**src/rtl/tqvp_uart_tx_arb_if.sv**
```systemverilog
// Bundle between the UART TX arbiter, its byte requesters and the shared transmitter.
// The master side is the requesters plus transmitter; the slave side is the arbiter.
interface tqvp_uart_tx_arb_if #(
  parameter int NUM_REQ      = 2,
  parameter int PAYLOAD_BITS = 8
);
  logic [NUM_REQ-1:0]              req_valid;
  logic [NUM_REQ*PAYLOAD_BITS-1:0] req_data;
  logic [NUM_REQ-1:0]              req_lock;
  logic [NUM_REQ-1:0]              req_ready;
  logic                            uart_tx_en;
  logic [PAYLOAD_BITS-1:0]         uart_tx_data;
  logic                            uart_tx_busy;
  logic [1:0]                      grant_id;
  logic                            arb_active;

  modport master (
    output req_valid, req_data, req_lock, uart_tx_busy,
    input  req_ready, uart_tx_en, uart_tx_data, grant_id, arb_active
  );

  modport slave (
    input  req_valid, req_data, req_lock, uart_tx_busy,
    output req_ready, uart_tx_en, uart_tx_data, grant_id, arb_active
  );
endinterface

```
**src/rtl/tqvp_uart_tx_arb.sv**
```systemverilog
// Round-robin scheduler sharing one tqvp_uart_tx transmitter among NUM_REQ byte requesters.
// Optional multi-byte frame lock is built only when UART_TX_ARB_LOCK_EN is defined.
module tqvp_uart_tx_arb #(
  parameter int NUM_REQ      = 2,
  parameter int PAYLOAD_BITS = 8
) (
  input  logic              clk,
  input  logic              rst,
  tqvp_uart_tx_arb_if.slave bus
);
  typedef enum logic [1:0] {IDLE, ISSUE, WAIT_BUSY, WAIT_DONE} state_t;

  state_t                  state_q, state_d;
  logic [1:0]              ptr_q, ptr_d;
  logic [1:0]              grant_q, grant_d;
  logic [PAYLOAD_BITS-1:0] data_q, data_d;

  logic [3:0]              valid_w;
  logic [PAYLOAD_BITS-1:0] byte_w [4];
  logic [3:0]              eligible;
  logic [3:0]              ready_w;
  logic                    found;
  logic [1:0]              win;
  logic                    handshake;

  // Requester vectors are padded to four slots so a 2-bit index never falls off the end.
  generate
    for (genvar gi = 0; gi < 4; gi++) begin : g_req
      if (gi < NUM_REQ) begin : g_used
        assign valid_w[gi] = bus.req_valid[gi];
        assign byte_w[gi]  = bus.req_data[gi*PAYLOAD_BITS +: PAYLOAD_BITS];
      end else begin : g_pad
        assign valid_w[gi] = 1'b0;
        assign byte_w[gi]  = '0;
      end
    end
  endgenerate

`ifdef UART_TX_ARB_LOCK_EN
  logic       lock_q, lock_d;
  logic [1:0] owner_q, owner_d;
  logic [3:0] lock_w;

  generate
    for (genvar gi = 0; gi < 4; gi++) begin : g_lock
      if (gi < NUM_REQ) begin : g_used
        assign lock_w[gi] = bus.req_lock[gi];
      end else begin : g_pad
        assign lock_w[gi] = 1'b0;
      end
    end
  endgenerate

  // The registered owner stays exclusive for the whole IDLE cycle in which it drops req_lock.
  assign eligible = lock_q ? (valid_w & (4'b0001 << owner_q)) : valid_w;

  always_comb begin
    lock_d  = lock_q;
    owner_d = owner_q;
    if (handshake) begin
      lock_d  = lock_w[win];
      owner_d = win;
    end else if (state_q == IDLE && lock_q && !lock_w[owner_q]) begin
      lock_d = 1'b0;
    end
  end

  always_ff @(posedge clk) begin
    if (rst) begin
      lock_q  <= 1'b0;
      owner_q <= 2'd0;
    end else begin
      lock_q  <= lock_d;
      owner_q <= owner_d;
    end
  end
`else
  assign eligible = valid_w;
`endif

  // Scan from ptr upward; iterating backwards lets the nearest candidate overwrite the rest.
  always_comb begin
    logic [2:0] idx;
    found = 1'b0;
    win   = ptr_q;
    idx   = '0;
    for (int k = 3; k >= 0; k--) begin
      if (k < NUM_REQ) begin
        idx = {1'b0, ptr_q} + 3'(k);
        if (idx >= 3'(NUM_REQ)) idx = idx - 3'(NUM_REQ);
        if (eligible[idx[1:0]]) begin
          found = 1'b1;
          win   = idx[1:0];
        end
      end
    end
  end

  always_comb begin
    state_d = state_q;
    ptr_d   = ptr_q;
    grant_d = grant_q;
    data_d  = data_q;
    ready_w = 4'b0000;
    case (state_q)
      IDLE: begin
        if (!bus.uart_tx_busy && found) ready_w = 4'b0001 << win;
        if (handshake) begin
          data_d  = byte_w[win];
          grant_d = win;
          ptr_d   = (int'(win) == NUM_REQ - 1) ? 2'd0 : win + 2'd1;
          state_d = ISSUE;
        end
      end
      ISSUE:     state_d = WAIT_BUSY;
      WAIT_BUSY: if (bus.uart_tx_busy) state_d = WAIT_DONE;
      WAIT_DONE: if (!bus.uart_tx_busy) state_d = IDLE;
      default:   state_d = IDLE;
    endcase
  end

  assign handshake = |(ready_w & valid_w);

  always_ff @(posedge clk) begin
    if (rst) begin
      state_q <= IDLE;
      ptr_q   <= 2'd0;
      grant_q <= 2'd0;
      data_q  <= '0;
    end else begin
      state_q <= state_d;
      ptr_q   <= ptr_d;
      grant_q <= grant_d;
      data_q  <= data_d;
    end
  end

  assign bus.req_ready    = ready_w[NUM_REQ-1:0];
  assign bus.uart_tx_en   = (state_q == ISSUE);
  assign bus.uart_tx_data = data_q;
  assign bus.grant_id     = grant_q;
  assign bus.arb_active   = (state_q != IDLE);
endmodule

```
**src/flat_wrapper.sv**
```systemverilog
// flat-port wrapper written by rule: the top's interface ports become plain ports
module tqvp_uart_tx_arb_flat 
#(
  parameter int NUM_REQ      = 2,
  parameter int PAYLOAD_BITS = 8
)
  (clk, rst, bus_req_valid, bus_req_data, bus_req_lock, bus_uart_tx_busy, bus_req_ready, bus_uart_tx_en, bus_uart_tx_data, bus_grant_id, bus_arb_active);
  tqvp_uart_tx_arb_if #(.NUM_REQ(NUM_REQ), .PAYLOAD_BITS(PAYLOAD_BITS)) bus_i ();
  input  logic clk;
  input  logic rst;
  input wire logic [$bits(bus_i.req_valid)-1:0] bus_req_valid;
  input wire logic [$bits(bus_i.req_data)-1:0] bus_req_data;
  input wire logic [$bits(bus_i.req_lock)-1:0] bus_req_lock;
  input wire logic [$bits(bus_i.uart_tx_busy)-1:0] bus_uart_tx_busy;
  output wire logic [$bits(bus_i.req_ready)-1:0] bus_req_ready;
  output wire logic [$bits(bus_i.uart_tx_en)-1:0] bus_uart_tx_en;
  output wire logic [$bits(bus_i.uart_tx_data)-1:0] bus_uart_tx_data;
  output wire logic [$bits(bus_i.grant_id)-1:0] bus_grant_id;
  output wire logic [$bits(bus_i.arb_active)-1:0] bus_arb_active;
  assign bus_i.req_valid = bus_req_valid;
  assign bus_i.req_data = bus_req_data;
  assign bus_i.req_lock = bus_req_lock;
  assign bus_i.uart_tx_busy = bus_uart_tx_busy;
  assign bus_req_ready = bus_i.req_ready;
  assign bus_uart_tx_en = bus_i.uart_tx_en;
  assign bus_uart_tx_data = bus_i.uart_tx_data;
  assign bus_grant_id = bus_i.grant_id;
  assign bus_arb_active = bus_i.arb_active;
  tqvp_uart_tx_arb #(.NUM_REQ(NUM_REQ), .PAYLOAD_BITS(PAYLOAD_BITS)) u_core (.clk(clk), .rst(rst), .bus(bus_i));
endmodule
```
**config.mk**
```make
export PLATFORM = sky130hd
export DESIGN_NAME = tqvp_uart_tx_arb_flat
export DESIGN_NICKNAME = d
export VERILOG_FILES = /design/src/rtl/tqvp_uart_tx_arb_if.sv /design/src/rtl/tqvp_uart_tx_arb.sv /design/src/flat_wrapper.sv
export SDC_FILE = /design/constraint.sdc
export NUM_CORES = 1
export LEC_CHECK = 0
export CORE_ASPECT_RATIO = 1.25
export CORE_MARGIN = 4
export CORE_UTILIZATION = 40
export DETAILED_ROUTE_END_ITERATION = 16
export GPL_TIMING_DRIVEN = 0
export PLACE_DENSITY = 0.85
export SYNTH_ARGS = -nofsm -noshare
export SYNTH_HDL_FRONTEND = slang
export SYNTH_SLANG_ARGS = --single-unit
```
**constraint.sdc**
```tcl
create_clock -name clk -period 1.74 [get_ports clk]
set_input_delay 0.348 -clock clk [delete_from_list [all_inputs] [get_ports clk]]
set_output_delay 0.348 -clock clk [all_outputs]
set_load 0.1 [all_outputs]
```
* After elaboration in Yosys (flattened, before gate mapping)
Index checks and enable logic that the tools add are counted.
** Word-level totals
- Register bits after elaboration :: 14
- Bits of input ports :: 23
** Operators by class
- Shift-type cells :: 1
- $add $sub $neg :: 4
- Reduce and logical (&&, ||, !) cells :: 7
- Multiplexer cells :: 20
- Bitwise logic cells :: 2
- $lt $le $gt $ge :: 5
- Eq/ne operators :: 7
** Operators with widths (number)
- binary-select mux 8 bit (select 2 bit) :: 1
- 2-to-1 mux 2 bit :: 8
- 2-to-1 mux 8 bit :: 2
- 2-to-1 mux 4 bit :: 2
- one-hot mux 2 bit (4 select lines) :: 1
- equality test 2 bit, second input constant :: 3
- < comparator 2 x 3 -> 1 bit, second input constant :: 2
- AND 4 x 2 -> 4 bit :: 1
- binary-select mux 1 bit (select 2 bit) :: 2
- 2-to-1 mux 1 bit :: 4
- != test 2 bit, second input constant :: 2
- OR reduction 4 bit :: 1
- << shifter 1 x 2 -> 4 bit, first input constant :: 1
- subtractor 2 bit, second input constant :: 2
- adder 2 x 1 -> 3 bit, second input constant :: 1
- >= comparator 3 x 2 -> 1 bit, second input constant :: 1
- >= comparator 3 bit, second input constant :: 1
- NOT 2 -> 3 bit :: 1
- AND reduction 3 bit :: 1
- adder 2 x 1 -> 2 bit, second input constant :: 1
- equality test 2 x 1 -> 1 bit, second input constant :: 1
- >= comparator 2 bit, second input constant :: 1
- zero test 2 bit :: 1
- != test 2 x 1 -> 1 bit, second input constant :: 1
- other kinds (4) :: 4

* Depth between registers and ports, before layout
Gate-level depths: netlist of run 1.
- Depth after elaboration :: 14
- Mapped depth :: 8
- Gate-level depth less buffers :: 6

* Worst setup path before layout of run 1
OpenSTA, ideal clock, no wires.
- Path type :: register to output
- From :: reg u_core.state_q[0]
- To :: out bus_req_ready[0]
- Slack :: -949 ps
- Required time :: 1392 ps
- Arrival time :: 2341 ps
- Buffers on the path :: 0
- Stages on the path, launching flop included :: 5
- Cell sequence :: dfxtp_1 -> inv_1 -> ha_1 -> inv_1 -> a2111oi_4
** Between the ends
- Longest elaborated chain between the ends :: 2
** Ends and longest elaborated chain
- from (decl) :: line tqvp_uart_tx_arb.sv:13 : state_t state_q, state_d;
- from (signal assigned) :: line tqvp_uart_tx_arb.sv:131 : state_q <= state_d;
- zero test 2 bit :: line tqvp_uart_tx_arb.sv:105 : case (state_q)
- 2-to-1 mux 4 bit :: line tqvp_uart_tx_arb.sv:105
- to (decl) :: line flat_wrapper.sv:15 : output wire logic [$bits(bus_i.req_ready)-1:0] bus_req_ready;
No other way between the ends.

* Worst setup path in the final report of run 1
- From :: reg u_core.ptr_q[1]
- To :: out bus_req_ready[0]
** Between the ends
- Longest elaborated chain between the ends :: 10
** Ends and longest elaborated chain
- from (decl) :: line tqvp_uart_tx_arb.sv:14 : logic [1:0] ptr_q, ptr_d;
- from (signal assigned) :: line tqvp_uart_tx_arb.sv:132 : ptr_q <= ptr_d;
- adder 2 x 1 -> 3 bit :: line tqvp_uart_tx_arb.sv:89 : idx = {1'b0, ptr_q} + 3'(k);
- >= comparator 3 x 2 -> 1 bit or subtractor 2 bit (tied branches) :: line tqvp_uart_tx_arb.sv:90 : if (idx >= 3'(NUM_REQ)) idx = idx - 3'(NUM_REQ);
- 2-to-1 mux 2 bit :: line tqvp_uart_tx_arb.sv:90
- binary-select mux 1 bit (select 2 bit) :: line tqvp_uart_tx_arb.sv:91 : if (eligible[idx[1:0]]) begin
- 2-to-1 mux 1 bit (implied by the code) :: line tqvp_uart_tx_arb.sv:91
- 2-to-1 mux 2 bit or 2-to-1 mux 1 bit (tied branches) (2 in a row) :: line tqvp_uart_tx_arb.sv:91
- << shifter 1 x 2 -> 4 bit or logical AND 1 bit (tied branches) :: line tqvp_uart_tx_arb.sv:107 : if (!bus.uart_tx_busy && found) ready_w = 4'b0001 << win;
- 2-to-1 mux 4 bit (*) :: line tqvp_uart_tx_arb.sv:107
- 2-to-1 mux 4 bit (*) :: line tqvp_uart_tx_arb.sv:105
Every way passes the cells marked *; elsewhere a longest branch is shown, timed or not. The select of a mux whose other input is x is not followed.

==> results of run 1 <==
==> layout by cell type, fill, tap and decap left out, drive strengths merged <==
cell type and n:
buf 18, clkdlybuf4s50 17, dfxtp 14, nor2 12, clkdlybuf4s15 10, o21ai 10, nand2 8, a311oi 7
ha 5, inv 5, clkbuf 3, and3 2, nor3 2, a21oi 2, or2 1, a2111oi 1
nor2b 1, o211a 1, a21boi 1, nor3b 1, o32ai 1, mux2i 1, o21a 1, o21bai 1
a22o 1, a31oi 1, a211oi 1, dlymetal6s2s 1, dlygate4sd2 1
==> metal layers <==
| layer | vias to the layer above | global-route usage (%) | part of all wire [%] |
|---|---|---|---|
| met5 | - | 0 | 0 |
| met4 | 0 | 5.385 | 1.4 |
| met3 | 6 | 4.348 | 9.9 |
| met2 | 31 | 32.70 | 51 |
| met1 | 377 | 19.77 | 38 |
| li1 | 395 | - | - |
==> area by class of cell <==
type                       instances  area share [%]
sequential                        14           22.02
timing repair buffer              44           32.88
buffer                             3           1.635
inverter                           5           1.827
multi-input combinational         61           38.08
clock buffer                       3           1.731
tap                               19           1.827
==> sequential cells by signal, summed over array words and instances, names as in the netlist <==
register	count
u_core.state_q	2
u_core.bus.grant_id	2
u_core.ptr_q	2
u_core.bus.uart_tx_data	8
==> timing repair <==
item                                    in CTS  in global routing
resized for setup                           76                  2
setup buffers                                8                  2
gates cloned                                 0                  0
pin swaps                                    3                  2
endpoints found under the setup margin      16                  2
==> where the power goes <==
group	switching, mW	internal, mW
Combinational	0.654	0.315
Clock	0.0987	0.0799
Sequential	0.0334	0.374
==> worst max-delay path, cell delays in order, from the launching register on <==
cell and delay [ns]:
dfxtp_2 0.33, or2_4 0.24, a2111oi_4 0.37, buf_6 0.28
==> stage by stage <==
stage	worst slack [ns]	cells	hold WS, ns	area (um2)	TNS [ns]
final	-0.1014	149	0.4993	1301	-0.1014
after global routing	-0.1440	149	0.5208	1301	-0.1643
after CTS	-0.1072	147	0.5006	1279	-0.1072
after detailed placement	-1.418	136	0.4890	1152	-6.054
after global placement	-1.404	136	0.4705	1152	-5.704
after floorplan	-0.9487	83	0.4159	788.3	-2.904
==> how the worst min path moves through the flow <==
stage	endpoint	slack (ns)	cells after the start
floorplan	u_core.bus.uart_tx_data[3]$_SDFFE_PP0P_	0.42	1
global placement	u_core.bus.grant_id[1]$_SDFFE_PP0P_	0.47	1
detailed placement	u_core.bus.grant_id[1]$_SDFFE_PP0P_	0.49	1
CTS	u_core.bus.grant_id[1]$_SDFFE_PP0P_	0.50	1
global route	u_core.bus.grant_id[1]$_SDFFE_PP0P_	0.52	1
finish	u_core.bus.grant_id[1]$_SDFFE_PP0P_	0.50	1
==> logic make-up after synthesis <==
group	Yosys count
adder cells (fa/ha/maj)	5
flip-flops	14
AO/OA/AOI/OAI	28
multiplexers	1
buffers and inverters	8
AND/OR/NAND/NOR	27
==> key figures, run 1 <==
Outcome
  – Status: finished with violations
  – Violated checks: setup timing

Logic synthesis
  – Cells after synthesis: between 80 and 90
  – Post-synth top flop: dfxtp_1
  – Area share of and/or/nand/nor cells after synthesis: roughly 16%
  – Largest family of logic cells by synthesized area: compound AO/OA/AOI/OAI gates
  – Seq/Total Area, Yosys: between 30% and 40%
  – Most frequent cell after synthesis: dfxtp_1
  – Top cells by count, synth: dfxtp_1 (14), nor2_1 (11), o21ai_0 (9), nand2_1 (8), a311oi_2 (7)
  – Share of synthesized flip-flops with an asynchronous set or reset: 0%
  – Synthesized area per cell: 9.497 um2
  – Post-synth EDFFs: 0
  – Synth Warn #: 0
  – Cell variety after synth: 28
  – Post-Syn Area: between 700 and 800 um2
  – Compound-gate portion of the synthesized area: approximately 35%
  – Yosys top cell by area: dfxtp_1
  – Top post-synthesis cells by area: dfxtp_1 (36%), a311oi_2 (13%), ha_1 (7.9%)
  – Post-Synth XOR/XNOR Area: 0%
  – Yosys top cell area share: between 30% and 40%
  – Post-synthesis mux area share: under 10%
  – Adder-cell share of the synthesized area: about 8%
  – Number of synthesized register bits: 14
  – Syn Nets: 111

Timing
  – Setup-failing EPs final: 1
  – Setup WS post-layout: -0.1014 ns
  – Final Slew Violations: 0
  – Clock Skew: approximately 0.0027 ns
  – Worst Max-Slew Pin Slew: around 0.55 ns
  – Minimum clock period: approximately 1.8 ns
  – Fin. Hold Viols: 0
  – RSZ-0062 raised after global routing: true
  – Final Cycle Share: 105.8%
  – FMAX: about 0.54 GHz
  – Worst slew margin: about 63%

Routing
  – DR pass1 iterations: 4
  – DR iter-0 viols: 12
  – DR vias/cell: 5.430
  – Routed Antenna Nets: 0
  – DRC violations left: 0
  – Wire length per cell: approximately 15 um
  – Total number of vias: 809
  – Drt total wl: about 2300 um

Global routing
  – Global-route wire length before repair: between 3000 and 4000 um
  – GR Util All Layers: between 10% and 20%
  – Initial antenna violation count: 0
  – Largest net degree at the start of global routing: 11
  – Vias in the first global route: about 900
  – Total congestion overflow: 0

Final layout
  – Register Area: approximately 290 um2
  – Multi-input logic area: 495.5 um2
  – Area growth syn-to-layout: 65.08%
  – Fill count: 154
  – Finished Core Util: about 70%
  – Diode count: 0
  – Layout cell share with drive strength beyond 1: 42.31%
  – Nets: between 150 and 200

Setup path
  – Crit end category: primary output
  – Crit path to: bus_req_ready[0]
  – CP startpoint: u_core.ptr_q[1]$_SDFFE_PP0P_
  – Crit Path Max Fanout: 2
  – Worst reg2reg path startpoint: u_core.ptr_q[1]$_SDFFE_PP0P_
  – Critical path arrival: around 1.5 ns
  – CP Class: register to primary output
  – FF-to-FF setup slack: between 0.15 and 0.2 ns
  – Crit path required time: around 1.4 ns
  – Worst r2r dst: u_core.bus.uart_tx_data[7]$_SDFFE_PP0P_
  – Crit start category: register
  – Reg2Reg Depth: 5

Flow run
  – Max-cap violation count: 0

Pwr
  – VDD IR max: 0.8179 mV
  – Leakage: 0.5280 nW
  – Tot Pwr: roughly 1.6 mW
  – PD cells: around 1200 mW/mm2

Hold path
  – Worst hold start: u_core.bus.grant_id[1]$_SDFFE_PP0P_
  – Hold crit path type: register to register

Clocking
  – Clk pin slew, worst setup/hold paths: approximately 0.08 ns
  – Clock Latency Late Sink: around 0.27 ns
  – Clk buf depth: 2
  – H-tree levels: 1
  – Hold Buf Count CTS: 0
  – CTS root buf: clkbuf_4
  – Num CTS Buffers: 3
  – CTS tree: yes
  – Sink Count: 14

Floorplanning
  – Die Wd: between 40 and 50 um
  – Core area: between 0.0015 and 0.002 mm2
  – Die Y: 57.63 um
  – Die area: roughly 0.0027 mm2
  – FP Rows: 17
  – Initial Utilization: a little over two fifths
  – Ports: 37

Placed design
  – Final RePlAce weighted congestion: slightly above 0.8
  – Port Buffers: 34
  – Post-DP HPWL: 1642 um
No activity file was read; power rests on OpenSTA's default activity.
==> run 2, diff against run 1 <==
--- a/config.mk
+++ b/config.mk
@@ -5,6 +5,7 @@
 export SDC_FILE = /design/constraint.sdc
 export NUM_CORES = 1
 export LEC_CHECK = 0
+export ABC_CLOCK_PERIOD_IN_PS = 1740
 export CORE_ASPECT_RATIO = 1.25
 export CORE_MARGIN = 4
 export CORE_UTILIZATION = 40
==> constraint.sdc (replaced) <==
create_clock -name clk -period 1.74 [get_ports clk]
set_input_delay 0.261 -clock clk [delete_from_list [all_inputs] [get_ports clk]]
set_output_delay 0.261 -clock clk [all_outputs]
set_load 0.1 [all_outputs]
==> run 2 against run 1 <==
The flow still finishes with violations (setup timing). Clock power is 31% higher. Routed wire length is 7.4% lower. Count of clock-buffer cells in the layout is 1 higher. Power is 2.3% lower. Setup slack better by 0.055 ns. Die area stayed put. Cell area is 6.3% lower. Critical path depth stayed put. Critical path type unchanged. Largest power group unchanged.
==> key figures, run 2 (synthesis gave the netlist of run 1 again) <==
Outcome
  – Status: finished with violations
  – Violated checks: setup timing

Clocking
  – Clk pin slew, worst setup/hold paths: 0.08 ns (about the same)
  – Sink Count: 14 (unchanged)
  – H-tree levels: 1 (unchanged)
  – Clock Latency Late Sink: 0.28 ns (about the same)
  – Hold Buf Count CTS: 0 (unchanged)
  – Num CTS Buffers: 3 (unchanged)
  – CTS tree: yes
  – CTS root buf: clkbuf_4
  – Clk buf depth: 2 (unchanged)

Final layout
  – Fill count: 162 (+5.2%)
  – Most frequent cells in the layout: clkdlybuf4s50_1 (18), nor2_1 (11), dfxtp_1 (11), o21ai_0 (9), nand2_1 (8)
  – Multi-input logic area: 488.0 um2 (-1.5%)
  – Diode count: 0 (unchanged)
  – Commonest non-fill, non-tap cell in the layout: clkdlybuf4s50_1
  – Layout cell share with drive strength beyond 1: 33.33% (-9.0 points)
  – Register Area: 286.5 um2 (unchanged)
  – Largest register FFs: 8 (unchanged)
  – Finished Core Util: 66.62% (-4.5 points)
  – Area growth syn-to-layout: 54.60%
  – Cell Count, Final, Fillers Out: 142 (-4.7%)
  – Nets: 152 (-5.0%)

Global routing
  – Vias in the first global route: 821 (-6.4%)
  – Global-route wire length before repair: 3532 um (-6.9%)
  – Initial antenna violation count: 0 (unchanged)
  – Total congestion overflow: 0 (unchanged)
  – GR Util All Layers: 16.99% (-1.1 points)
  – Largest net degree at the start of global routing: 11 (unchanged)

Timing
  – Worst Max-Slew Pin Slew: 0.9468 ns (+0.3930 ns)
  – Final Slew Violations: 0 (unchanged)
  – Setup WS post-layout: -0.04603 ns (+0.05533 ns)
  – Minimum clock period: 1.786 ns (-0.05533 ns)
  – Setup-failing EPs final: 1 (unchanged)
  – Final Cycle Share: 102.6% (-3.2 points)
  – Worst slew margin: 37.12% (-26 points)
  – FMAX: 0.5599 GHz (+3.1%)
  – Fin. Hold Viols: 0 (unchanged)
  – Clock Skew: 0.004900 ns (+0.002164 ns)
  – RSZ-0062 raised after global routing: true

Pwr
  – Leakage: 0.5072 nW (-3.9%)
  – Tot Pwr: 1.519 mW (-2.3%)
  – Comb pwr share: 57.5% (-4.8 points)
  – P_int: 0.7452 mW (-3.1%)
  – Seq pwr share: 27.0% (+0.8 points)
  – Sw Ratio: 50.94% (+0.38 points)
  – PD cells: 1246 mW/mm2 (+4.3%)
  – Clock network power share: 15.5% (+4.0 points)
  – VDD IR max: 0.9891 mV (+21%)
  – Psw: 0.7738 mW (-1.6%)

Floorplanning
  – FP Rows: 17 (unchanged)
  – Initial Utilization: 43.09% (unchanged)
  – Die Wd: 47.71 um (unchanged)
  – Die area: 0.002749 mm2 (unchanged)
  – Core area: 0.001829 mm2 (unchanged)
  – Die Y: 57.63 um (unchanged)
  – Ports: 37 (unchanged)

Placed design
  – Placed cells: 136 (unchanged)
  – Pre-CTS setup slack: -1.240 ns (+0.1782 ns)
  – Final RePlAce weighted congestion: 0.8091 (-1.4%)
  – Port Buffers: 34 (unchanged)

Routing
  – DR vias/cell: 5.493 (+1.2%)
  – Total number of vias: 780 (-3.6%)
  – DR pass1 iterations: 4 (unchanged)
  – Wire length per cell: 14.87 um (-2.9%)
  – Routed Antenna Nets: 0 (unchanged)
  – DR iter-0 viols: 15 (+3)
  – Drt total wl: 2112 um (-7.4%)
  – DRC violations left: 0 (unchanged)

Setup path
  – Crit start category: register
  – Critical-path top delay cell: a2111oi_4
  – Crit path required time: 1.48 ns (+0.09 ns)
  – CP Buf/Inv Count: 1 (unchanged)
  – Critical path arrival: 1.53 ns (+0.04 ns)
  – Crit end category: primary output
  – CP Class: register to primary output
  – Crit Path Max Fanout: 3 (+1)
  – CP max stage delay: 0.37 ns (about the same)
  – Critical path cell sequence: or2_4 -> a2111oi_4 -> buf_6
  – Crit-path leading delay family: compound AO/OA/AOI/OAI gates

Flow run
  – Max-cap violation count: 0 (unchanged)

Hold path
  – Hold crit path type: register to register
run 2: cell count changes in the layout (fill, tap and decap cells not counted), moves of 2 or more:
cell             delta
buf_4               -8
clkdlybuf4s15_2     -9
clkbuf_2            +5
buf_2               -2
clkdlybuf4s15_1     +5
run 2: per-layer routing:
layer | up-vias | GRT usage (%) | share of wire (%)
met3 | 4 | 4.348 | 8.9
met1 | 363 | 18.60 | 39
met5 | - | 0 | 0
met2 | 31 | 30.25 | 51
met4 | 0 | 5.385 | 1.1
li1 | 382 | - | -
run 2: layout make-up:
class,count,share of cell area [%]
plain buffers,3,1.745
multi-input cells,61,40.04
flip-flops and latches,14,23.51
inverters,5,1.745
clock buffers,4,2.977
repair buffers,36,28.03
well taps,19,1.951
run 2: final timing paths:
| kind | start | end | slack [ns] | cells past startpoint |
|---|---|---|---|---|
| setup / recovery | u_core.ptr_q[1]$_SDFFE_PP0P_ | bus_req_ready[0] | -0.05 | 3 |
| hold / removal | u_core.bus.grant_id[1]$_SDFFE_PP0P_ | u_core.bus.grant_id[1]$_SDFFE_PP0P_ | 0.50 | 1 |
| setup reg to reg | u_core.state_q[1]$_SDFFE_PP0P_ | u_core.bus.uart_tx_data[5]$_SDFFE_PP0P_ | 0.20 | 8 |
| hold reg to reg | u_core.bus.grant_id[1]$_SDFFE_PP0P_ | u_core.bus.grant_id[1]$_SDFFE_PP0P_ | 0.50 | 1 |
run 2: stage by stage:
stage          hold slack, ns  setup TNS, ns  instance area [um2]
2_1_floorplan          0.3289         -2.817                788.3
6_report               0.4971       -0.04603                 1219
3_5_place_dp           0.4890         -3.988                 1152
4_1_cts                0.4988       -0.07226                 1222
3_3_place_gp           0.4710         -3.763                 1152
5_1_grt                0.5222       -0.09892                 1219
run 2: power groups by stage:
stage / sequential, mW / clock (mW) / combinational, mW
after detailed placement: 0.412 / 0 / 0.860
after CTS: 0.411 / 0.240 / 0.879
after global routing: 0.416 / 0.255 / 0.925
after global placement: 0.409 / 0 / 0.846
after floorplan: 0.659 / 0 / 0.409
final: 0.411 / 0.235 / 0.874
run 2: what timing repair did:
item	in CTS	in global routing
endpoints found under the setup margin	14	11
buffers inserted	1	1
resized for setup	50	15
pin swaps	2	1
==> run 3, diff against run 2 <==
--- a/config.mk
+++ b/config.mk
@@ -5,13 +5,15 @@
 export SDC_FILE = /design/constraint.sdc
 export NUM_CORES = 1
 export LEC_CHECK = 0
-export ABC_CLOCK_PERIOD_IN_PS = 1740
+export ABC_CLOCK_PERIOD_IN_PS = 1570
+export CELL_PAD_IN_SITES_DETAIL_PLACEMENT = 1
+export CELL_PAD_IN_SITES_GLOBAL_PLACEMENT = 1
 export CORE_ASPECT_RATIO = 1.25
 export CORE_MARGIN = 4
-export CORE_UTILIZATION = 40
+export CORE_UTILIZATION = 26
 export DETAILED_ROUTE_END_ITERATION = 16
 export GPL_TIMING_DRIVEN = 0
-export PLACE_DENSITY = 0.85
+export PLACE_DENSITY = 0.81
 export SYNTH_ARGS = -nofsm -noshare
 export SYNTH_HDL_FRONTEND = slang
 export SYNTH_SLANG_ARGS = --single-unit
==> constraint.sdc (replaced) <==
create_clock -name clk -period 1.57 [get_ports clk]
set_input_delay 0.2355 -clock clk [delete_from_list [all_inputs] [get_ports clk]]
set_output_delay 0.2355 -clock clk [all_outputs]
set_load 0.1 [all_outputs]
==> run 3 against run 2 <==
Hold slack worse by 0.0036 ns. Clock power down 9.8%. Combinational power up 29%. Final cell count up 16%. Clock skew up 0.0021 ns. Largest cell class unchanged. Largest power group unchanged. Setup slack worse by 0.13 ns. The flow still finishes with violations (setup timing). Count of clock-buffer cells in the layout down 1. Sequential share of layout area down 2.4 points. Global-route usage down 3.6 points. Critical path depth unchanged. Power up 19%.
==> key figures, run 3 (synthesis gave the netlist of run 1 again) <==
Clocking
  – Sink Count: 14 (unchanged)
  – Clock Latency Late Sink: 0.28 ns (about the same)
  – H-tree levels: 1 (unchanged)
  – Hold Buf Count CTS: 0 (unchanged)
  – CTS tree: yes
  – Clk buf depth: 2 (unchanged)
  – Num CTS Buffers: 3 (unchanged)
  – Clk pin slew, worst setup/hold paths: 0.09 ns (about the same)
  – CTS root buf: clkbuf_4

Timing
  – Final Slew Violations: 0 (unchanged)
  – Fin. Hold Viols: 0 (unchanged)
  – Clock Skew: 0.006974 ns (+0.002074 ns)
  – Final Cycle Share: 111.3%
  – Setup_tns: -0.2912 ns (-0.2452 ns)
  – Worst Max-Slew Pin Slew: 0.5491 ns (-0.3977 ns)
  – Hold slack: 0.4935 ns (-0.003631 ns)
  – Setup-failing EPs final: 2 (+1)
  – Minimum clock period: 1.747 ns
  – Setup WS post-layout: -0.1771 ns (-0.1311 ns)
  – FMAX: about 0.57 GHz
  – Worst slew margin: 63.56% (+26 points)
  – RSZ-0062 raised after global routing: true

Routing
  – DRC violations left: 0 (unchanged)
  – Total number of vias: 820 (+5.1%)
  – DR pass1 iterations: 3 (-1)
  – DR vias/cell: 4.970 (-9.5%)
  – Routed Antenna Nets: 0 (unchanged)
  – DR iter-0 viols: 7 (-8)
  – Wire length per cell: 15.97 um (+7.4%)
  – Drt total wl: 2635 um (+25%)

Outcome
  – Violated checks: setup timing
  – Status: finished with violations

Pwr
  – Leakage: 0.5421 nW (+6.9%)
  – VDD IR max: 0.8014 mV (-19%)
  – PD cells: 1330 mW/mm2 (+6.7%)

Floorplanning
  – Die area: 0.003982 mm2 (+45%)
  – Die Y: 69.56 um (+21%)
  – FP Rows: 22 (+5)
  – Die Wd: 57.25 um (+20%)
  – Initial Utilization: 27.02% (-16 points)
  – Core area: 0.002918 mm2 (+60%)
  – Ports: 37 (unchanged)

Global routing
  – Total congestion overflow: 0 (unchanged)
  – Initial antenna violation count: 0 (unchanged)
  – Largest net degree at the start of global routing: 11 (unchanged)
  – GR Util All Layers: 13.36% (-3.6 points)
  – Vias in the first global route: 900 (+9.6%)
  – Global-route wire length before repair: 4209 um (+19%)

Setup path
  – Crit path required time: 1.33 ns (-0.15 ns)
  – CP Buf/Inv Count: 1 (unchanged)
  – FF-to-FF setup slack: 0.06 ns (-0.14 ns)
  – Crit end category: primary output
  – CP Class: register to primary output
  – Crit-path leading delay family: compound AO/OA/AOI/OAI gates
  – Worst reg2reg path startpoint: u_core.state_q[0]$_SDFFE_PP0P_
  – Reg2Reg Depth: 7 (-1)
  – Crit Path Max Fanout: 3 (unchanged)
  – Worst r2r dst: u_core.state_q[1]$_SDFFE_PP0P_
  – CP max stage delay: 0.37 ns (about the same)
  – Critical path cell sequence: or2_4 -> a2111oi_4 -> buf_6
  – Crit start category: register
  – Critical-path top delay cell: a2111oi_4
  – Critical path arrival: 1.51 ns (-0.02 ns)

Final layout
  – Finished Core Util: 46.48% (-20 points)
  – Commonest non-fill, non-tap cell in the layout: clkdlybuf4s50_1
  – Diode count: 0 (unchanged)
  – Post-route cell area: 0.001356 mm2 (+11%)
  – Nets: 159 (+4.6%)
  – Largest register FFs: 8 (unchanged)
  – Most frequent cells in the layout: clkdlybuf4s50_1 (17), nor2_1 (11), dfxtp_1 (11), clkdlybuf4s15_2 (10), o21ai_0 (9)
  – Cell Count, Final, Fillers Out: 165 (+16%)
  – Layout cell share with drive strength beyond 1: 43.41% (+10 points)
  – Area growth syn-to-layout: 72.06%

Flow run
  – Max-cap violation count: 0 (unchanged)

Hold path
  – Hold path depth: 4 (+3)
  – Worst hold start: bus_req_valid[1]
  – Hold crit path type: input pin to register
  – WHS Endpoint: u_core.state_q[1]$_SDFFE_PP0P_

Placed design
  – Dpl cell area: 0.001174 mm2 (+1.8%)
  – Post-DP HPWL: 1859 um
  – Final RePlAce weighted congestion: 0.7524 (-7.0%)
  – Port Buffers: 34 (unchanged)
  – Placed cells: 153 (+13%)
## run 3: power by group
part / internal (mW) / switching (mW)
Sequential: 0.415 / 0.0420
Clock: 0.0890 / 0.123
Combinational: 0.390 / 0.744
Total: 0.894 / 0.910
## run 3: worst reg2reg max path: stages (launching register included)
cell	delay, ns
dfxtp_4	0.37
inv_4	0.06
ha_4	0.16
inv_4	0.05
buf_4	0.13
o32ai_2	0.34
mux2i_1	0.23
nor2_1	0.06
## run 3: worst max path at each step
stage	startpoint	slack, ns	end	cells after the start
after floorplan	u_core.state_q[0]$_SDFFE_PP0P_	-1.03	u_core.bus.grant_id[0]$_SDFFE_PP0P_	5
after global placement	bus_req_valid[1]	-1.35	bus_req_ready[0]	4
after detailed placement	bus_req_valid[1]	-1.39	bus_req_ready[0]	4
after CTS	u_core.state_q[1]$_SDFFE_PP0P_	-0.18	bus_req_ready[0]	5
after global routing	u_core.ptr_q[1]$_SDFFE_PP0P_	-0.23	bus_req_ready[0]	3
final	u_core.ptr_q[1]$_SDFFE_PP0P_	-0.18	bus_req_ready[0]	3
## run 3: layer usage
layer	wire length (um)	global-route usage, %
met2	1488	25.41
met3	118	2.607
met5	0	0
met1	971	14.17
met4	57	4.381
## run 3: per-stage QoR
step	total power, mW	setup WS (ns)
after floorplan	1.184	-1.034
after global placement	1.396	-1.350
after detailed placement	1.426	-1.388
after CTS	1.712	-0.1779
after global routing	1.900	-0.2270
final	1.804	-0.1771
## run 3: what timing repair did
| item | CTS | global route |
|---|---|---|
| buffers inserted | 6 | 1 |
| gates cloned | 0 | 2 |
| pin swaps | 3 | 1 |
| endpoints found under the hold margin | 0 | 0 |
| endpoints found under the setup margin | 24 | 15 |
| resized for setup | 72 | 14 |
## run 3: area by class of cell
type	count	area, um2
fill	358	1562
multi-input combinational	61	496.7
timing repair buffer	43	447.9
sequential	14	286.5
tap	36	45.04
buffer	3	31.28
inverter	5	26.28
clock buffer	3	22.52
==> RTL edit 1, RTL diff (flow settings as in run 2) <==
Add a define of `UART_TX_ARB_LOCK_EN`.
--- a/src/rtl/tqvp_uart_tx_arb.sv
+++ b/src/rtl/tqvp_uart_tx_arb.sv
@@ -1,5 +1,7 @@
 // Round-robin scheduler sharing one tqvp_uart_tx transmitter among NUM_REQ byte requesters.
 // Optional multi-byte frame lock is built only when UART_TX_ARB_LOCK_EN is defined.
+`define UART_TX_ARB_LOCK_EN
+
 module tqvp_uart_tx_arb #(
   parameter int NUM_REQ      = 2,
   parameter int PAYLOAD_BITS = 8
Check against the original RTL: not equivalent (Yosys sat finds a counterexample within 10 cycles, from zero or initial values and one cycle with rst high).
==> RTL edit 1 against run 2 <==
The run still ends with negative setup slack left; total power increased by 57%; synthesized cell count is 28% higher; first-iteration DRC count grew 20%; sequential cell count is 3 higher; synthesized area grew 18%; worst setup slack got worse by 310 ps; sequential power rose by 41%; wire length increased by 39%; cell area grew 28%; critical endpoint unchanged; highest routed layer unchanged.
==> RTL edit 1: results (changes against run 2) <==
* Status: finished, violations left (unchanged)
* Failing checks: negative setup slack (unchanged)
* TNS Setup at -632 ps (was -46.0 ps)
* Reg2reg setup slack at -20 ps (was 200 ps)
* Worst Skew at 11.9 ps (was 4.90 ps)
* DRT Pass-1 Iters at 6 (was 4)
* Hold Crit Start: rst (was u_core.bus.grant_id[1])
* Comb group at 0.00158 W (was 0.000874 W)
* Routability cong. at 0.904 (was 0.809)
* Static Leak at 0.598 nW (was 0.507 nW)
* Hold WS at 441 ps (was 497 ps)
* Peak VDD IR at 0.00120 V (was 0.000989 V)
* Synth top area cells: dfxtp_1, ha_1, mux2i_1 (was dfxtp_1, a311oi_2, ha_1)
* Routed WL per cell at 15.7 µm (was 14.9 µm)
* Hold path cells at 2 (was 1)
* Post-CTS Setup Inserts at 9 (was 1)
* Most frequent cells after synthesis: dfxtp_1, nor2_1, nand2_1 (was dfxtp_1, nor2_1, o21ai_0)
* First-pass GRT wire length at 4420 µm (was 3530 µm)
* Sequential area share after synthesis at 0.365 (was 0.356)
* Critical path fanouts, max at 4 (was 3)
* DRT iter0 DRCs at 18 (was 15)
* Critical Path Max Stage Delay at 590 ps (was 370 ps)
* Clock share of power at 0.092 (was 0.155)
* Slew headroom at 0.631 (was 0.371)
* R2R depth at 6 (was 8)
* Hold Crit Class: in -> reg (was reg -> reg)
* Combinational share of power at 0.665 (was 0.575)
* Vias/cell at 5.33 (was 5.49)
* Pre-CTS WS at -1460 ps (was -1240 ps)
* CP delay by family, top: buffers and inverters (was compound AO/OA/AOI/OAI gates)
* Post-Synthesis Net Count at 134 (was 111)
* Inst Count DP at 172 (was 136)
* PortBufs at 35 (was 34)
* Fraction of layout instances using a drive strength above 1 at 0.382 (was 0.333)
* Reg-to-reg startpoint: u_core.owner_q[1] (was u_core.state_q[1])
* Routed WL at 2950 µm (was 2110 µm)
* Setup ws final at -352 ps (was -46.0 ps)
* Vias in the first global route at 996 (was 821)
* Reg clk slew, reported paths at 110 ps (was 80 ps)
* Syn avg cell area at 8.79 µm² (was 9.50 µm²)
* Reg-to-Reg End: u_core.state_q[0] (was u_core.bus.uart_tx_data[5])
* CP Data Arrival Time at 1830 ps (was 1530 ps)
* Final setup violation count at 3 (was 1)
* Post-cts resize count at 62 (was 50)
* Internal power at 0.00108 W (was 0.000745 W)
* Hold endpoint: u_core.bus.uart_tx_data[0] (was u_core.bus.grant_id[1])
RTL edit 1: area by class of cell:
| cell class | count | area [µm²] |
|---|---|---|
| timing repair buffer | 48 | 438 |
| tap | 31 | 38.8 |
| multi-input combinational | 78 | 636 |
| clock buffer | 3 | 22.5 |
| fill | 168 | 654 |
| clock inverter | 1 | 5.00 |
| buffer | 4 | 30.0 |
| sequential | 17 | 354 |
| inverter | 6 | 32.5 |
RTL edit 1: worst register-to-register path: cells and delay by family, from the launching register on:
| family | cells | cell delay, ps |
|---|---|---|
| DFF | 1 | 350 |
| and+or+nand+nor | 1 | 140 |
| AOI/OAI and AO/OA | 4 | 1030 |
| buffers and inverters | 1 | 140 |
RTL edit 1: kinds of logic (layout without fill, tap and decap cells):
logic type | Yosys count | count (layout) | share of synthesized area
multiplexers | 6 | 6 | 0.0644
adder cells (fa/ha/maj) | 5 | 5 | 0.0671
flip-flops | 17 | 17 | 0.365
buffers and inverters | 11 | 62 | 0.0577
AO/OA/AOI/OAI | 31 | 31 | 0.272
AND/OR/NAND/NOR | 36 | 36 | 0.173
RTL edit 1: worst max path at each step:
stage	from	endpoint	slack, ps	depth (start not counted)
after global routing	u_core.owner_q[0]	bus_req_ready[0]	-430	6
after detailed placement	bus_req_valid[1]	bus_req_ready[0]	-1460	6
final	bus_req_valid[0]	bus_req_ready[0]	-350	6
after global placement	bus_req_valid[1]	bus_req_ready[0]	-1450	6
after floorplan	u_core.state_q[1]	bus_req_ready[0]	-710	6
after CTS	u_core.owner_q[1]	bus_req_ready[0]	-320	6
RTL edit 1: metal layers:
metal	GRT usage	up-vias	routed length [µm]	share of wire
li1	-	479	-	-
met1	0.198	482	1080	0.37
met2	0.355	33	1640	0.56
met3	0.0406	8	165	0.056
met4	0.0808	0	54	0.018
met5	0	-	0	0
==> RTL edit 2, RTL diff (settings of run 2) <==
Without the edit above. `data_q` no longer has a reset.
--- a/src/rtl/tqvp_uart_tx_arb.sv
+++ b/src/rtl/tqvp_uart_tx_arb.sv
@@ -126,13 +126,15 @@
       state_q <= IDLE;
       ptr_q   <= 2'd0;
       grant_q <= 2'd0;
-      data_q  <= '0;
     end else begin
       state_q <= state_d;
       ptr_q   <= ptr_d;
       grant_q <= grant_d;
-      data_q  <= data_d;
     end
+  end
+
+  always_ff @(posedge clk) begin
+    data_q <= data_d;
   end
 
   assign bus.req_ready    = ready_w[NUM_REQ-1:0];
Formal check against the unedited RTL: not equivalent (a bounded check fails within 4 cycles, from zero or initial values and one cycle with rst high).
==> RTL edit 2 against run 2 <==
The run still ends with negative setup slack left; largest cell class is now flip-flops and latches; worst setup slack got worse by 3.8 ps; wire length decreased by 21%; hold slack got worse by 7.6 ps; critical path type unchanged; cell count shrank 18%; die area down 12%; count of clock-buffer cells in the layout unchanged; sequential cell count did not move; total power is 23% higher; cell area is 5.7% lower; sequential power up 18%; largest power group unchanged; synthesized area down 14%; maximum frequency down 0.21%.
==> RTL edit 2: results (changes against run 2) <==
* Clock share of power at 0.126 (was 0.155)
* Comb group at 0.00114 W (was 0.000874 W)
* R2R depth at 3 (was 8)
* Metal2 WL at 830 µm (was 1080 µm)
* Failing checks: negative setup slack (unchanged)
* Multi-input gate area at 332 µm² (was 488 µm²)
* Worst Skew at 4.21 ps (was 4.90 ps)
* Reg2reg setup slack at 350 ps (was 200 ps)
* Peak VDD IR at 0.00193 V (was 0.000989 V)
* Largest net degree at the start of global routing at 10 (was 11)
* Yosys top cell by area: edfxtp_1 (was dfxtp_1)
* Worst path slowest cell: dfxtp_1 (was a2111oi_4)
* DRT Pass-1 Iters at 3 (was 4)
* Reg-to-reg startpoint: u_core.ptr_q[0] (was u_core.state_q[1])
* Critical path fanouts, max at 9 (was 3)
* Final setup violation count at 1 (unchanged)
* Vias in the first global route at 603 (was 821)
* Ys flop type: edfxtp_1 (was dfxtp_1)
* First-pass GRT wire length at 2640 µm (was 3530 µm)
* Post-Synthesis Net Count at 85 (was 111)
* Setup ws final at -49.8 ps (was -46.0 ps)
* TNS Setup at -49.8 ps (was -46.0 ps)
* Sequential area share after synthesis at 0.529 (was 0.356)
* Inst Count DP at 109 (was 136)
* Synthesized area at 681 µm² (was 788 µm²)
* Critical Path Max Stage Delay at 400 ps (was 370 ps)
* Routed WL per cell at 14.5 µm (was 14.9 µm)
* Slew headroom at 0.366 (was 0.371)
* Vias/cell at 5.16 (was 5.49)
* Non-clock buffer share at 0.315 (was 0.298)
* Nets at 127 (was 152)
* DRT iter0 DRCs at 3 (was 15)
* Post-Syn Instances at 57 (was 83)
* Switch share at 0.519 (was 0.509)
* Number of synthesized flops with an enable pin at 8 (was 0)
* Multi-In Gates at 36 (was 61)
* Post-cts resize count at 37 (was 50)
* Hold path cells at 2 (was 1)
* Yosys cell types at 21 (was 28)
* Pre-CTS WS at -1450 ps (was -1240 ps)
* Status: finished, violations left (unchanged)
* Post-DP Area at 1060 µm² (was 1150 µm²)
* Seq_cells at 14 (unchanged)
* Power Dens Cells at 1620 nW/µm² (was 1250 nW/µm²)
* Inverters at 7 (was 5)
* Met3 wire len at 177 µm (was 187 µm)
* Filler cells at 118 (was 162)
* Post-CTS Setup Inserts at 2 (was 1)
* Routability cong. at 0.753 (was 0.809)
* Non-clock buffer total of the final layout at 37 (was 39)
-- RTL edit 2: changes by cell type after synthesis, moves of 2 or more --
cell             run 2  this run
nor2_1              11         1
a22o_1               0        10
a311oi_2             7         0
nand2_1              8         3
edfxtp_1             0         8
inv_1                5         7
nor3_1               2         0
o21ai_0              9         1
buf_2                2         0
dfxtp_1             14         6
-- RTL edit 2: kinds of logic (layout without fill, tap and decap cells) --
| group | after synthesis | in the layout | share of synthesized area |
|---|---|---|---|
| buffers and inverters | 7 | 48 | 0.0386 |
| flip-flops | 14 | 14 | 0.529 |
| adder cells (fa/ha/maj) | 6 | 6 | 0.108 |
| AND/OR/NAND/NOR | 11 | 11 | 0.0882 |
| AO/OA/AOI/OAI | 17 | 17 | 0.206 |
| multiplexers | 2 | 2 | 0.0294 |
-- RTL edit 2: metal layers --
metal / vias up / GRT usage
met2: 27 / 0.261
met1: 276 / 0.173
met3: 3 / 0.0401
met5: - / 0
li1: 293 / -
met4: 0 / 0.0585
